--- config.mk ---
export PLATFORM = sky130hd
export DESIGN_NAME = mem_port_arbiter
export DESIGN_NICKNAME = d
export VERILOG_FILES = /design/src/rtl/mem_arb_pkg.sv /design/src/rtl/mem_arb_pick.sv /design/src/rtl/mem_port_arbiter.sv
export SDC_FILE = /design/constraint.sdc
export NUM_CORES = 1
export LEC_CHECK = 0
export BUFFER_PORTS_ARGS = -buffer_cell sky130_fd_sc_hd__buf_2
export CAP_MARGIN = 10
export CORE_MARGIN = 2
export CORE_UTILIZATION = 30
export CTS_BUF_LIST = sky130_fd_sc_hd__clkbuf_8
export CTS_CLUSTER_DIAMETER = 50
export CTS_CLUSTER_SIZE = 12
export DETAILED_ROUTE_END_ITERATION = 7
export GPL_ROUTABILITY_DRIVEN = 0
export HOLD_SLACK_MARGIN = 0.02
export PLACE_DENSITY = 0.64
export SLEW_MARGIN = 40
export SYNTH_ARGS = -nofsm -noshare
export SYNTH_HDL_FRONTEND = slang
export SYNTH_HIERARCHICAL = 1
export SYNTH_SLANG_ARGS = --single-unit
--- constraint.sdc ---
create_clock -name clock -period 3.4 [get_ports clock]
set_clock_uncertainty 0.05 [all_clocks]
set_input_delay 0.68 -clock clock [delete_from_list [all_inputs] [get_ports clock]]
set_output_delay 0.68 -clock clock [all_outputs]
set_load 0.005 [all_outputs]
--- src/rtl/mem_arb_pkg.sv ---
// mem_arb_pkg: shared types and constants for the memory port arbiter.
package mem_arb_pkg;

  // Width of the memory latency down-counter (MEM_LATENCY up to 15).
  localparam int CNT_W = 4;

  // Encoding of the last_grant bit: 1 = D side was served last.
  localparam logic LAST_D = 1'b1;

  typedef enum logic [1:0] {
    IDLE   = 2'd0,
    ACCESS = 2'd1,
    RESP   = 2'd2
  } state_t;

  typedef enum logic [1:0] {
    GNT_NONE = 2'd0,
    GNT_I    = 2'd1,
    GNT_D    = 2'd2
  } grant_t;

endpackage

--- src/rtl/mem_arb_pick.sv ---
// mem_arb_pick: combinational grant selector for the memory port arbiter.
// Default build: fixed priority, D beats I.
// With MEM_ARB_FAIR_EN defined: a tie goes to the side not served last.
module mem_arb_pick
  import mem_arb_pkg::*;
(
  input  logic   i_req,
  input  logic   d_req,
  input  logic   last_grant,
  output grant_t grant
);

`ifndef MEM_ARB_FAIR_EN
  // Fixed priority ignores the history bit.
  logic unused_last_grant;
  assign unused_last_grant = last_grant;
`endif

  // Choose a requester; a lone request always wins.
  always_comb begin
    // NOTE: default assigned first so every path drives grant and no latch is inferred.
    grant = GNT_NONE;
    if (i_req && d_req) begin
`ifdef MEM_ARB_FAIR_EN
      grant = (last_grant == LAST_D) ? GNT_I : GNT_D;
`else
      grant = GNT_D;
`endif
    end else if (d_req) begin
      grant = GNT_D;
    end else if (i_req) begin
      grant = GNT_I;
    end
  end

endmodule

--- src/rtl/mem_port_arbiter.sv ---
// mem_port_arbiter: shares one single-port data memory between the
// instruction-fetch (I) and load/store (D) units of the multicycle core.
// Each access runs IDLE -> ACCESS (MEM_LATENCY cycles) -> RESP.
// Read data is captured on the last ACCESS edge so the ready pulse and
// its rdata appear together in the RESP cycle.
// Optional macro MEM_ARB_FAIR_EN: round-robin tie-break instead of D priority.
module mem_port_arbiter
  import mem_arb_pkg::*;
#(
  parameter int ADDR_W      = 32,
  parameter int DATA_W      = 32,
  parameter int MEM_LATENCY = 1
) (
  input  logic              clock,
  input  logic              reset,
  input  logic              i_req,
  input  logic [0:ADDR_W-1] i_addr,
  output logic              i_ready,
  output logic [DATA_W-1:0] i_rdata,
  input  logic              d_req,
  input  logic [0:ADDR_W-1] d_addr,
  input  logic              d_we,
  input  logic              d_byte,
  input  logic              d_half,
  input  logic              d_sext,
  input  logic [DATA_W-1:0] d_wdata,
  output logic              d_ready,
  output logic [DATA_W-1:0] d_rdata,
  output logic [0:ADDR_W-1] mem_addr,
  output logic              mem_write_enable,
  output logic              mem_byte,
  output logic              mem_half_word,
  output logic              mem_sign_extend,
  output logic [DATA_W-1:0] mem_data_out,
  input  logic [DATA_W-1:0] mem_data_in,
  output logic              busy
);

  localparam logic [CNT_W-1:0] LAT_M1 = CNT_W'(MEM_LATENCY - 1);

  state_t           state;
  grant_t           grant;
  grant_t           pick;
  logic [CNT_W-1:0] cnt;
  logic             cmd_we;
  logic             last_grant;

  mem_arb_pick u_pick (
    .i_req      (i_req),
    .d_req      (d_req),
    .last_grant (last_grant),
    .grant      (pick)
  );

  // Access sequencer: arbitrate in IDLE, hold the command through ACCESS, respond in RESP.
  always_ff @(posedge clock or negedge reset) begin
    // NOTE: state registers use non-blocking assignments so every update sees pre-edge values.
    if (!reset) begin
      state            <= IDLE;
      grant            <= GNT_NONE;
      cnt              <= '0;
      cmd_we           <= 1'b0;
      i_ready          <= 1'b0;
      d_ready          <= 1'b0;
      i_rdata          <= '0;
      d_rdata          <= '0;
      mem_addr         <= '0;
      mem_write_enable <= 1'b0;
      mem_byte         <= 1'b0;
      mem_half_word    <= 1'b0;
      mem_sign_extend  <= 1'b0;
      mem_data_out     <= '0;
    end else begin
      case (state)
        IDLE: begin
          if (pick != GNT_NONE) begin
            grant <= pick;
            cnt   <= LAT_M1;
            state <= ACCESS;
            if (pick == GNT_D) begin
              cmd_we           <= d_we;
              mem_addr         <= d_addr;
              mem_write_enable <= d_we;
              mem_byte         <= d_byte;
              mem_half_word    <= d_half;
              mem_sign_extend  <= d_sext;
              mem_data_out     <= d_wdata;
            end else begin
              // Fetches are always plain word reads.
              cmd_we           <= 1'b0;
              mem_addr         <= i_addr;
              mem_write_enable <= 1'b0;
              mem_byte         <= 1'b0;
              mem_half_word    <= 1'b0;
              mem_sign_extend  <= 1'b0;
              mem_data_out     <= '0;
            end
          end
        end

        ACCESS: begin
          // A store writes only in the first ACCESS cycle.
          mem_write_enable <= 1'b0;
          if (cnt == '0) begin
            state           <= RESP;
            mem_addr        <= '0;
            mem_byte        <= 1'b0;
            mem_half_word   <= 1'b0;
            mem_sign_extend <= 1'b0;
            mem_data_out    <= '0;
            if (grant == GNT_D) begin
              d_ready <= 1'b1;
              if (!cmd_we) begin
                d_rdata <= mem_data_in;
              end
            end else begin
              i_ready <= 1'b1;
              i_rdata <= mem_data_in;
            end
          end else begin
            cnt <= cnt - CNT_W'(1);
          end
        end

        RESP: begin
          i_ready <= 1'b0;
          d_ready <= 1'b0;
          grant   <= GNT_NONE;
          cmd_we  <= 1'b0;
          state   <= IDLE;
        end

        default: begin
          state <= IDLE;
        end
      endcase
    end
  end

`ifdef MEM_ARB_FAIR_EN
  logic last_grant_q;

  // Remember which side was granted most recently for the round-robin tie-break.
  always_ff @(posedge clock or negedge reset) begin
    if (!reset) begin
      last_grant_q <= LAST_D;
    end else if (state == IDLE && pick != GNT_NONE) begin
      last_grant_q <= (pick == GNT_D) ? LAST_D : ~LAST_D;
    end
  end

  assign last_grant = last_grant_q;
`else
  assign last_grant = LAST_D;
`endif

  assign busy = (state != IDLE);

endmodule

==> results, run 1 <==
- The initial antenna violation count came to 0.
- After detailed routing, the average wire length per cell comes to 14.8 um.
- The clock network latency to the later pin of the worst-skew pair is 430 ps.
- The clock sink count is 143.
- The synthesized netlist net count is 559.
- The last element of the critical path is d_rdata[8]$_DFFE_PN0P_.
- The data arrival time of the critical path is 2970 ps.
- The transition at the pin with the smallest max-transition slack is 607 ps.
- The capturing point of the worst reg2reg path is d_rdata[8]$_DFFE_PN0P_.
- The first-pass iteration count of the detailed router is 4.
- In this run, CTS created clock tree buffers numbering 17.
- Dividing the final minimum period by the clock period gives 0.795.
- The internal portion of the total power is 4.66 mW.
- The cell area after technology mapping is 5870 um2.
- The final number of hold-violating endpoints was 0.
- The post-route standard cell area excluding fillers is 7930 um2.
- The clock network power share is 0.210.
- The number of remaining DRC errors is 0.
- The final-stage net count is 824.
- The achievable clock frequency is 370 MHz.
- The worst supply voltage drop on vdd is 0.288 mV.
- The setup TNS after final layout is 0 ps.
- Setup repair after global routing left no endpoint under its margin.
- The number of buffer cells added on primary ports is 270.
- For this design the total switching power over the nets is 2.30 mW.
- The standby leakage power is 4.11 nW.
- The first routing iteration left 141 violations.
- For this run the aggregate overflow at the end of global routing stands at 0.
- The first global-routing pass estimated 21600 um of wire.
- The most critical setup path has its startpoint at cnt[0]$_DFFE_PN0P_.
- The die width is 144 um.
- Across the run, the number of max-cap violations was 0.
- The number of fill cells in the layout is 1880.
- The worst hold path belongs to the class in2async.
- The total wire length after detailed routing is 14300 um.
- The number of H-tree levels is 4.
- Setup violations remaining at the end of the flow were counted as 0.
- In this run the core area contains 51 standard-cell rows.
- The Yosys step of the flow raised 6 warnings.
- The die is 144 um tall.
- The post-route minimum period is 2700 ps.
- In this run the deepest clock path goes through 2 buffers.
- Power spread over the standard cell area amounts to 879 nW/um2.
- Using the TritonRoute via totals, the vias-per-cell ratio works out to 4.44.
- The number of max-slew violations in the final report is 0.
- The class of the most critical setup path is reg2reg.
- For this run, the total global-route usage over all layers was measured as 0.136.
- The clock tree from TritonCTS is done.
- The final cell count without fillers is 964.
- The number of nets with antenna violations after detailed routing is 0.
- The worst setup path is captured at a flip-flop.
- The full die area is 20700 um2.
- The fraction of power spent switching nets is 0.331.
- The post-cts sizing count is 0.
- The flow ran to the end, and the final reports show no timing, DRC or antenna violations.
- The number of global-route vias before repair is 4199.
- The tightest slew margin relative to the limit is 0.596.
- The floorplan core area is 19300 um2.
- After clock tree synthesis, the clock-pin slew on the worst setup and hold paths is 90 ps.
- Entering global routing, the biggest net connects 65 pins.
- In this run the register-to-register setup slack is 700 ps.
- After synthesis, the mean cell area works out to 14.0 um2.
- The detailed-placement wirelength estimate is 10100 um.
- The startpoint of the worst register-to-register path is cnt[0]$_DFFE_PN0P_.
- The launching element type of the critical path is a flip-flop.
- Counting tap cells, the placed design contains a total of 932 instances.
- The number of buffers inserted to repair setup after CTS is 0.
- The CTS root buffer is sky130_fd_sc_hd__clkbuf_8.
- The cell area after placement is 7500 um2.
- Of the total power, registers draw 0.413.
- The biggest fanout along the worst timing path is 32.
- 0 antenna diodes ended up in the layout.
- Compared with the post-synthesis result, the final layout area differs by 34.9%.
- The design draws 6.96 mW.
- The effective utilization at floorplan is 0.304.
- Counting cells, the worst reg-to-reg path comes to 7.
- Of the total power, combinational logic draws 0.377.
- Of the cells placed in the final design, the portion with a size suffix greater than 1 is 0.545.
- Data on the critical path is required at its endpoint by 3660 ps.
- In the synthesized netlist, the number of instances is 421.
- For this design the top-level I/O count stands at 271.
- For this block, the via count after detailed routing is 4283.
- The hold buffer count at CTS is 0.
critical path, cell delays in order (launching register included):
cell and delay [ps]:
sky130_fd_sc_hd__dfrtp_1 410, sky130_fd_sc_hd__inv_1 90, sky130_fd_sc_hd__ha_1 130, sky130_fd_sc_hd__or3b_4 400, sky130_fd_sc_hd__or3_4 350, sky130_fd_sc_hd__or3_2 450
sky130_fd_sc_hd__buf_4 330, sky130_fd_sc_hd__mux2_4 360
metal layers:
metal	vias up	track usage	wire length, um
li1	2047	-	-
met3	14	0.0407	1110
met1	2042	0.176	6380
met2	180	0.213	6550
met5	-	0	0
met4	0	0.0557	219
flip-flops by register name, summed over array words and instances, names as in the netlist, 2 cells and up:
signal        cells
mem_addr         32
i_rdata          32
d_rdata          32
state             2
mem_data_out     32
grant             2
cnt               4
power groups by stage:
stage                     clock network (mW)  logic, mW  registers (mW)
after floorplan                            0       1.49            2.92
after global placement                     0       2.60            2.89
after detailed placement                   0       2.69            2.90
final                                   1.46       2.62            2.88
after CTS                               1.53       2.68            2.88
after global routing                    1.60       2.91            2.98
layout by cell type, fill, tap and decap left out, drive strengths merged:
cell type / count
a21o: 1
a21oi: 1
a221o: 1
a22o: 36
a22oi: 2
buf: 278
bufinv: 3
clkbuf: 18
clkinv: 3
clkinvlp: 3
dfrtp: 143
ha: 2
inv: 11
mux2: 64
mux2i: 34
nand2: 44
nand2b: 1
nand3: 3
nor2: 4
nor2b: 2
nor3: 1
nor4: 1
o21a: 1
o21ai: 4
o2bb2ai: 1
o31ai: 33
or2: 1
or3: 2
or3b: 1
metrics by stage:
| step | util | hold slack [ps] | worst slack [ps] |
|---|---|---|---|
| final | 0.410 | 91.0 | 698 |
| after CTS | 0.410 | 62.0 | 693 |
| after global placement | 0.387 | 406 | 681 |
| after floorplan | - | 334 | 1000 |
| after global routing | 0.410 | 74.8 | 624 |
| after detailed placement | 0.388 | 410 | 658 |
worst min path at each step:
stage	cells after the start	end	slack, ps
3_5_place_dp	2	mem_addr[4]$_DFFE_PN0P_	410
3_3_place_gp	2	mem_addr[9]$_DFFE_PN0P_	410
4_1_cts	1	d_rdata[28]$_DFFE_PN0P_	60
5_1_grt	1	d_rdata[28]$_DFFE_PN0P_	70
6_report	1	d_rdata[28]$_DFFE_PN0P_	90
2_1_floorplan	0	cmd_we$_DFFE_PN0P_	330
area by class of cell:
cell class	count	area, um2	area share
inverters	6	22.5	0.00284
well taps	265	332	0.0418
clock buffers	18	248	0.0313
clock inverters	14	180	0.0227
flip-flops and latches	143	3580	0.451
multi-input cells	240	2120	0.268
repair buffers	278	1440	0.182
Note: power is estimated with default switching activity, not from simulation.
==> run 2, diff against run 1 <==
--- a/config.mk
+++ b/config.mk
@@ -5,6 +5,7 @@
 export SDC_FILE = /design/constraint.sdc
 export NUM_CORES = 1
 export LEC_CHECK = 0
+export ABC_AREA = 1
 export BUFFER_PORTS_ARGS = -buffer_cell sky130_fd_sc_hd__buf_2
 export CAP_MARGIN = 10
 export CORE_MARGIN = 2
==> constraint.sdc (replaced) <==
create_clock -name clock -period 2.7 [get_ports clock]
set_clock_uncertainty 0.05 [all_clocks]
set_input_delay 0.54 -clock clock [delete_from_list [all_inputs] [get_ports clock]]
set_output_delay 0.54 -clock clock [all_outputs]
set_load 0.005 [all_outputs]
==> results, run 2 <==
- The wire length on met1 is 7970 um (+25%).
- The post-synthesis instance total is 730 (+73%).
- The cell sitting at the root of the clock tree is a sky130_fd_sc_hd__clkbuf_8.
- The tightest slew margin relative to the limit is 0.538 (-0.0579).
- The effective utilization at floorplan is 0.304 (about the same).
- The data arrival time of the critical path is 1470 ps (-1500 ps).
- The number of buffers inserted to repair setup after CTS is 0 (unchanged).
- The worst hold path belongs to the class in2reg.
- The flow ran to the end, and the final reports show no timing, DRC or antenna violations.
- The library cell used most frequently in the layout, excluding fill and tap cells, is sky130_fd_sc_hd__buf_2.
- The post-CTS clock slew at the launch and capture registers of the worst setup and hold paths is 90 ps (about the same).
- The aggregate global-route resource usage is 0.159 (+0.0225).
- The initial antenna violation count is 0 (unchanged).
- The number of DRC markers in iteration 0 was 195 (+38%).
- The class of the most critical setup path is reg2out.
- The standby leakage power was 4.76 nW (+16%).
- The startpoint of the worst register-to-register path is cnt[0]$_DFFE_PN0P_.
- In the layout the commonest cells are sky130_fd_sc_hd__buf_2, sky130_fd_sc_hd__nand2_1, sky130_fd_sc_hd__dfrtp_1.
- The number of buffer cells added on primary ports is 270 (unchanged).
- The global-route wire length before repair is 27300 um (+26%).
- The power share of the sequential group is 0.397 (-0.016).
- The power per cell area came to 1110 nW/um2 (+27%).
- The total of endpoints with negative setup slack in the final report came to 0 (unchanged).
- The type of element capturing the critical path is an output pin.
- The cell area after technology mapping was 6130 um2 (+4.4%).
- The share of power burned in combinational logic is 0.424 (+0.047).
- The final number of hold-violating endpoints is 0 (unchanged).
- The total I/O pin count was 271 (unchanged).
- The power consumption is 9.05 mW (+30%).
- The switching component of the power was 3.72 mW (+61%).
- The die height is 147 um (+2.1%).
- The placement-stage worst setup slack is 741 ps (+83.4 ps).
- The minimum setup slack among reg-to-reg paths is 920 ps (+220 ps).
- The number of clock buffers inserted by TritonCTS is 17 (unchanged).
- The met3 wire length is 1330 um (+20%).
- The per-instance average area after synthesis is 8.40 um2 (-40%).
- The detailed-placement wirelength estimate was 12200 um (+20%).
- The clock tree from TritonCTS is done.
- The count of vias placed by the detailed router is 5590 (+31%).
- The transition at the pin with the smallest max-transition slack was 693 ps (+86.8 ps).
- The die width is 147 um (+2.1%).
- After detailed routing, no signal wire sits above met4.
- The launching instance or port of the critical path is state[1]$_DFFE_PN0P_.
- The number of nets with antenna violations after detailed routing was 0 (unchanged).
- The final setup slack of the worst path is 643 ps (-55.2 ps).
- The pin count of the biggest net entering global routing is 99 (+52%).
- The number of H-tree levels came to 4 (unchanged).
- The row count is 52 (+2.0%).
- The biggest fanout along the worst timing path is 4 (-88%).
- The setup TNS after final layout is 0 ps (unchanged).
- The antenna cell count is 0 (unchanged).
- The number of buffers on the longest clock path came to 2 (unchanged).
- The synthesized netlist net count was 868 (+55%).
- The count of synthesis-stage warnings from yosys came to 6 (unchanged).
- The final-stage net count is 1128 (+37%).
- The total of max-cap violations is 0 (unchanged).
- STA classifies the critical path startpoint as a flip-flop.
- The met2 layer wire length in the routed design is 7520 um (+15%).
- The total wire length after detailed routing is 17000 um (+19%).
- The aggregate global routing overflow is 0 (unchanged).
- In the finished design, the share of the clock period the worst path needs comes to 0.762.
- The internal power summed over all cells is 5.33 mW (+14%).
- The area growth from synthesis to layout is 32.6%.
- The worst supply voltage drop on vdd came to 0.684 mV (+140%).
- The fraction of power spent switching nets was 0.411 (+0.0800).
- Setup repair after global routing left no endpoint under its margin.
- The number of max-slew violations in the final report is 0 (unchanged).
- The floorplan core area is 20200 um2 (+4.3%).
- The layout cell share with drive strength beyond 1 was 0.325 (-0.220).
- The full die area was 21600 um2 (+4.2%).
- The number of global-route vias before repair was 5258 (+25%).
- The clock network power share is 0.179 (-0.031).
- The smallest clock period supported by the final layout is computed as 2060 ps.
- The first-pass iteration count of the detailed router is 4 (unchanged).
- The data required time at the worst endpoint is 2110 ps (-1550 ps).
- The clock network latency to the later pin of the worst-skew pair was 430 ps (about the same).
- The wire length per cell after detailed routing is 13.3 um (-9.8%).
- The clock sink count is 143 (unchanged).
- For this run, the top clock speed supported by timing is 486 MHz.
- The number of remaining DRC errors was 0 (unchanged).
- The via density per instance is 4.39 (-1.2%).
- The worst min-delay path startpoint is d_wdata[18].
-- run 2: stage by stage --
step	util	std cells	hold slack, ps	cell area, um2
5_1_grt	0.403	1273	242	8130
4_1_cts	0.403	1273	235	8130
3_5_place_dp	0.384	1240	404	7750
3_3_place_gp	0.384	1240	401	7740
6_report	0.403	1273	278	8130
2_1_floorplan	-	730	194	6130
-- run 2: final timing paths --
kind | endpoint | cells past startpoint
hold / removal | mem_data_out[18]$_DFFE_PN0P_ | 3
min in group asynchronous | i_rdata[4]$_DFFE_PN0P_ | 2
setup reg to reg | mem_addr[19]$_DFFE_PN0P_ | 8
hold reg to reg | mem_data_out[24]$_DFFE_PN0P_ | 2
max in group asynchronous | i_rdata[16]$_DFFE_PN0P_ | 3
setup / recovery | busy | 3
-- run 2: routing by layer --
layer  global-route usage  vias up
met4               0.0486        0
met5                    0        -
met2                0.246      229
met3               0.0441        9
met1                0.217     2557
li1                     -     2795
-- run 2: repair_timing --
item,CTS,global route
hold buffers,1,0
resized for setup,0,0
hold endpoints to repair,27,0
-- run 2: layout make-up --
type | count | area [um2]
fillers | 2118 | 12000
flip-flops and latches | 143 | 3580
multi-input cells | 440 | 1940
repair buffers | 282 | 1500
inverters | 106 | 400
well taps | 270 | 338
clock buffers | 18 | 248
clock inverters | 14 | 126
-- run 2: worst max-delay path: stages (launching register included) --
cell	delay [ps]
sky130_fd_sc_hd__dfrtp_1	440
sky130_fd_sc_hd__nor2_2	280
sky130_fd_sc_hd__inv_1	140
sky130_fd_sc_hd__buf_2	170
-- run 2: power groups by stage --
stage	sequential (mW)	clock, mW	combinational [mW]
6_report	3.59	1.62	3.84
5_1_grt	3.71	1.79	4.37
4_1_cts	3.60	1.69	3.91
3_5_place_dp	3.63	0	3.92
3_3_place_gp	3.61	0	3.85
2_1_floorplan	3.69	0	2.20
==> run 3, diff against run 2 <==
--- a/config.mk
+++ b/config.mk
@@ -5,7 +5,7 @@
 export SDC_FILE = /design/constraint.sdc
 export NUM_CORES = 1
 export LEC_CHECK = 0
-export ABC_AREA = 1
+export ABC_AREA = 0
 export BUFFER_PORTS_ARGS = -buffer_cell sky130_fd_sc_hd__buf_2
 export CAP_MARGIN = 10
 export CORE_MARGIN = 2
==> constraint.sdc (replaced) <==
create_clock -name clock -period 1.9 [get_ports clock]
set_clock_uncertainty 0.05 [all_clocks]
set_input_delay 0.38 -clock clock [delete_from_list [all_inputs] [get_ports clock]]
set_output_delay 0.38 -clock clock [all_outputs]
set_load 0.005 [all_outputs]
==> results, run 3 (synthesis results as in run 1) <==
- The class of the most critical setup path is reg2reg.
- The clock network power share is 0.168 (-0.011).
- The row count is 51 (-1.9%).
- The first-pass iteration count of the detailed router is 4 (unchanged).
- The number of remaining DRC errors is 0 (unchanged).
- The aggregate global routing overflow is 0 (unchanged).
- Timing would allow up to 422 MHz.
- The minimum setup slack among reg-to-reg paths is -470 ps (-1390 ps).
- The final core utilization is 0.478 (+0.0745).
- The clock network latency to the later pin of the worst-skew pair is 430 ps (about the same).
- The die width is 144 um (-2.1%).
- The cell area after placement was 7710 um2 (-0.44%).
- The total of max-cap violations is 0 (unchanged).
- The number of global-route vias before repair came to 4475 (-15%).
- The internal power summed over all cells is 9.80 mW (+84%).
- The final setup slack of the worst path is -468 ps (-1110 ps).
- The tightest slew margin relative to the limit is 0.641 (+0.103).
- The initial antenna violation count came to 0 (unchanged).
- STA classifies the critical path startpoint as a flip-flop.
- Setup repair after global routing could not meet its margin everywhere.
- The number of nets with antenna violations after detailed routing came to 0 (unchanged).
- The worst hold path class is in2reg.
- The power per cell area came to 1640 nW/um2 (+48%).
- The wire length on met1 is 7170 um (-10%).
- The run finished, with violations left.
- The final reports fail on negative setup slack.
- The transition at the pin with the smallest max-transition slack was 536 ps (-157 ps).
- The fraction of power spent switching nets is 0.354 (-0.0565).
- The detailed-placement wirelength estimate is 10200 um (-16%).
- The pin count of the biggest net entering global routing came to 59 (-40%).
- The aggregate global-route resource usage is 0.145 (-0.0132).
- The number of cell instances on the worst register-to-register path is 7 (-1).
- The endpoint identified for the worst register-to-register timing path is d_rdata[10]$_DFFE_PN0P_.
- The switching component of the power is 5.37 mW (+45%).
- The die height is 144 um (-2.1%).
- The final cell count without fillers is 1010 (-21%).
- The post-route standard cell area excluding fillers is 9240 um2 (+14%).
- The number of clock buffers inserted by TritonCTS is 17 (unchanged).
- The worst setup path is captured at a flip-flop.
- The met2 layer wire length in the routed design is 8340 um (+11%).
- The floorplan core area is 19300 um2 (-4.1%).
- The share of power burned in combinational logic came to 0.488 (+0.064).
- The global-route wire length before repair is 23100 um (-15%).
- The number of H-tree levels is 4 (unchanged).
- The via density per instance was 4.62 (+5.2%).
- The data arrival time of the critical path is 2630 ps (+1160 ps).
- The final-stage net count is 870 (-23%).
- Dividing the final minimum period by the clock period gives 1.25.
- The biggest fanout along the worst timing path came to 14 (+10).
- The placement-stage worst setup slack is -564 ps (-1310 ps).
- The data required time at the worst endpoint came to 2160 ps (+50 ps).
- The wire length per cell after detailed routing is 16.9 um (+27%).
- Compared with the post-synthesis result, the final layout area differs by 57.2%.
- The worst supply voltage drop on vdd was 0.581 mV (-15%).
- The standby leakage power is 4.71 nW (-1.1%).
- The startpoint of the worst register-to-register path is cnt[0]$_DFFE_PN0P_.
- The met3 wire length is 1280 um (-3.9%).
- The total of endpoints with negative setup slack in the final report came to 132 (+132).
- The worst path in the final design needs a cycle of 2370 ps, including I/O delays and setup.
- The number of buffer cells added on primary ports is 270 (unchanged).
- The clock sink count is 143 (unchanged).
- The number of fill cells in the layout is 1726 (-19%).
- The CTS root buffer is sky130_fd_sc_hd__clkbuf_8.
- The clock tree from TritonCTS is done.
- The total I/O pin count is 271 (unchanged).
- The number of DRC markers in iteration 0 is 112 (-43%).
- Leaving out fill and tap cells, the most frequent cell in the layout is sky130_fd_sc_hd__buf_2.
- The post-CTS clock slew at the launch and capture registers of the worst setup and hold paths is 90 ps (about the same).
- The antenna cell count was 0 (unchanged).
- The full die area is 20700 um2 (-4.1%).
- In the layout the commonest cells are sky130_fd_sc_hd__buf_2, sky130_fd_sc_hd__dfrtp_1, sky130_fd_sc_hd__a22o_1.
- The minimum hold slack is 95.8 ps (-182 ps).
- The layout cell share with drive strength beyond 1 is 0.659 (+0.334).
- The uppermost layer routed is met4.
- Following the worst setup path forward leads to its endpoint at d_rdata[10]$_DFFE_PN0P_.
- The most critical setup path has its startpoint at cnt[0]$_DFFE_PN0P_.
- The effective utilization at floorplan is 0.304 (about the same).
- The count of vias placed by the detailed router is 4665 (-17%).
- The power share of the sequential group is 0.344 (-0.053).
- The number of buffers on the longest clock path is 2 (unchanged).
- The placed cell count came to 948 (-24%).
- The total wire length after detailed routing is 17100 um (+0.78%).
- The number of max-slew violations in the final report came to 0 (unchanged).
- The final number of hold-violating endpoints is 0 (unchanged).
==> run 3: changes by cell type in the layout (fill, tap and decap cells not counted), sizes merged, moves of 34 or more <==
cell and delta:
a22o +36, nand2 -203, mux2i +34, mux2 +64
nand3 -70, inv -100, o21ai -97
==> run 3: power by group through the flow <==
stage | sequential [mW] | combinational (mW) | clock [mW]
after floorplan | 5.23 | 2.97 | 0
after global placement | 5.14 | 5.00 | 0
after detailed placement | 5.14 | 5.12 | 0
after CTS | 5.12 | 5.89 | 2.63
after global routing | 5.39 | 7.95 | 2.76
final | 5.22 | 7.40 | 2.55
==> run 3: through the flow <==
step	power [mW]	TNS, ps
after floorplan	8.20	-27260
after global placement	10.1	-40610
after detailed placement	10.3	-45780
after CTS	13.6	-51850
after global routing	16.1	-60440
final	15.2	-52270
==> run 3: timing repair <==
item,in CTS,in global routing
gates cloned,7,13
endpoints found under the setup margin,133,137
hold buffers,1,0
resized for setup,25,104
hold endpoints to repair,143,0
pin swaps,25,17
setup buffers,5,5
==> run 3: area by class of cell <==
type	instances	area (um2)	share of cell area
clock buffers	19	262	0.0283
clock inverters	13	151	0.0164
inverters	6	27.5	0.00298
multi-input cells	242	2700	0.293
flip-flops and latches	143	3580	0.387
well taps	265	332	0.0359
repair buffers	322	2180	0.236
==> run 3: worst min path at each step <==
| stage | start | end | slack [ps] | cells past startpoint |
|---|---|---|---|---|
| finish | d_wdata[15] | mem_data_out[15]$_DFFE_PN0P_ | 100 | 2 |
| global route | d_byte | mem_byte$_DFFE_PN0P_ | 60 | 2 |
| CTS | d_wdata[18] | mem_data_out[18]$_DFFE_PN0P_ | 60 | 2 |
| detailed placement | reset | i_rdata[13]$_DFFE_PN0P_ | 160 | 1 |
| global placement | reset | d_rdata[15]$_DFFE_PN0P_ | 170 | 1 |
| floorplan | reset | cmd_we$_DFFE_PN0P_ | 30 | 0 |
==> run 3: critical path: stages, from the launching register on <==
cell	delay, ps
sky130_fd_sc_hd__dfrtp_1	400
sky130_fd_sc_hd__inv_2	60
sky130_fd_sc_hd__ha_1	130
sky130_fd_sc_hd__or3b_4	370
sky130_fd_sc_hd__or3_4	330
sky130_fd_sc_hd__or3_4	400
sky130_fd_sc_hd__buf_12	180
sky130_fd_sc_hd__mux2_4	300
==> run 3: layer usage <==
| metal | up-vias | GRT usage |
|---|---|---|
| li1 | 2165 | - |
| met1 | 2269 | 0.178 |
| met2 | 208 | 0.233 |
| met3 | 23 | 0.0473 |
| met4 | 0 | 0.0686 |
| met5 | - | 0 |
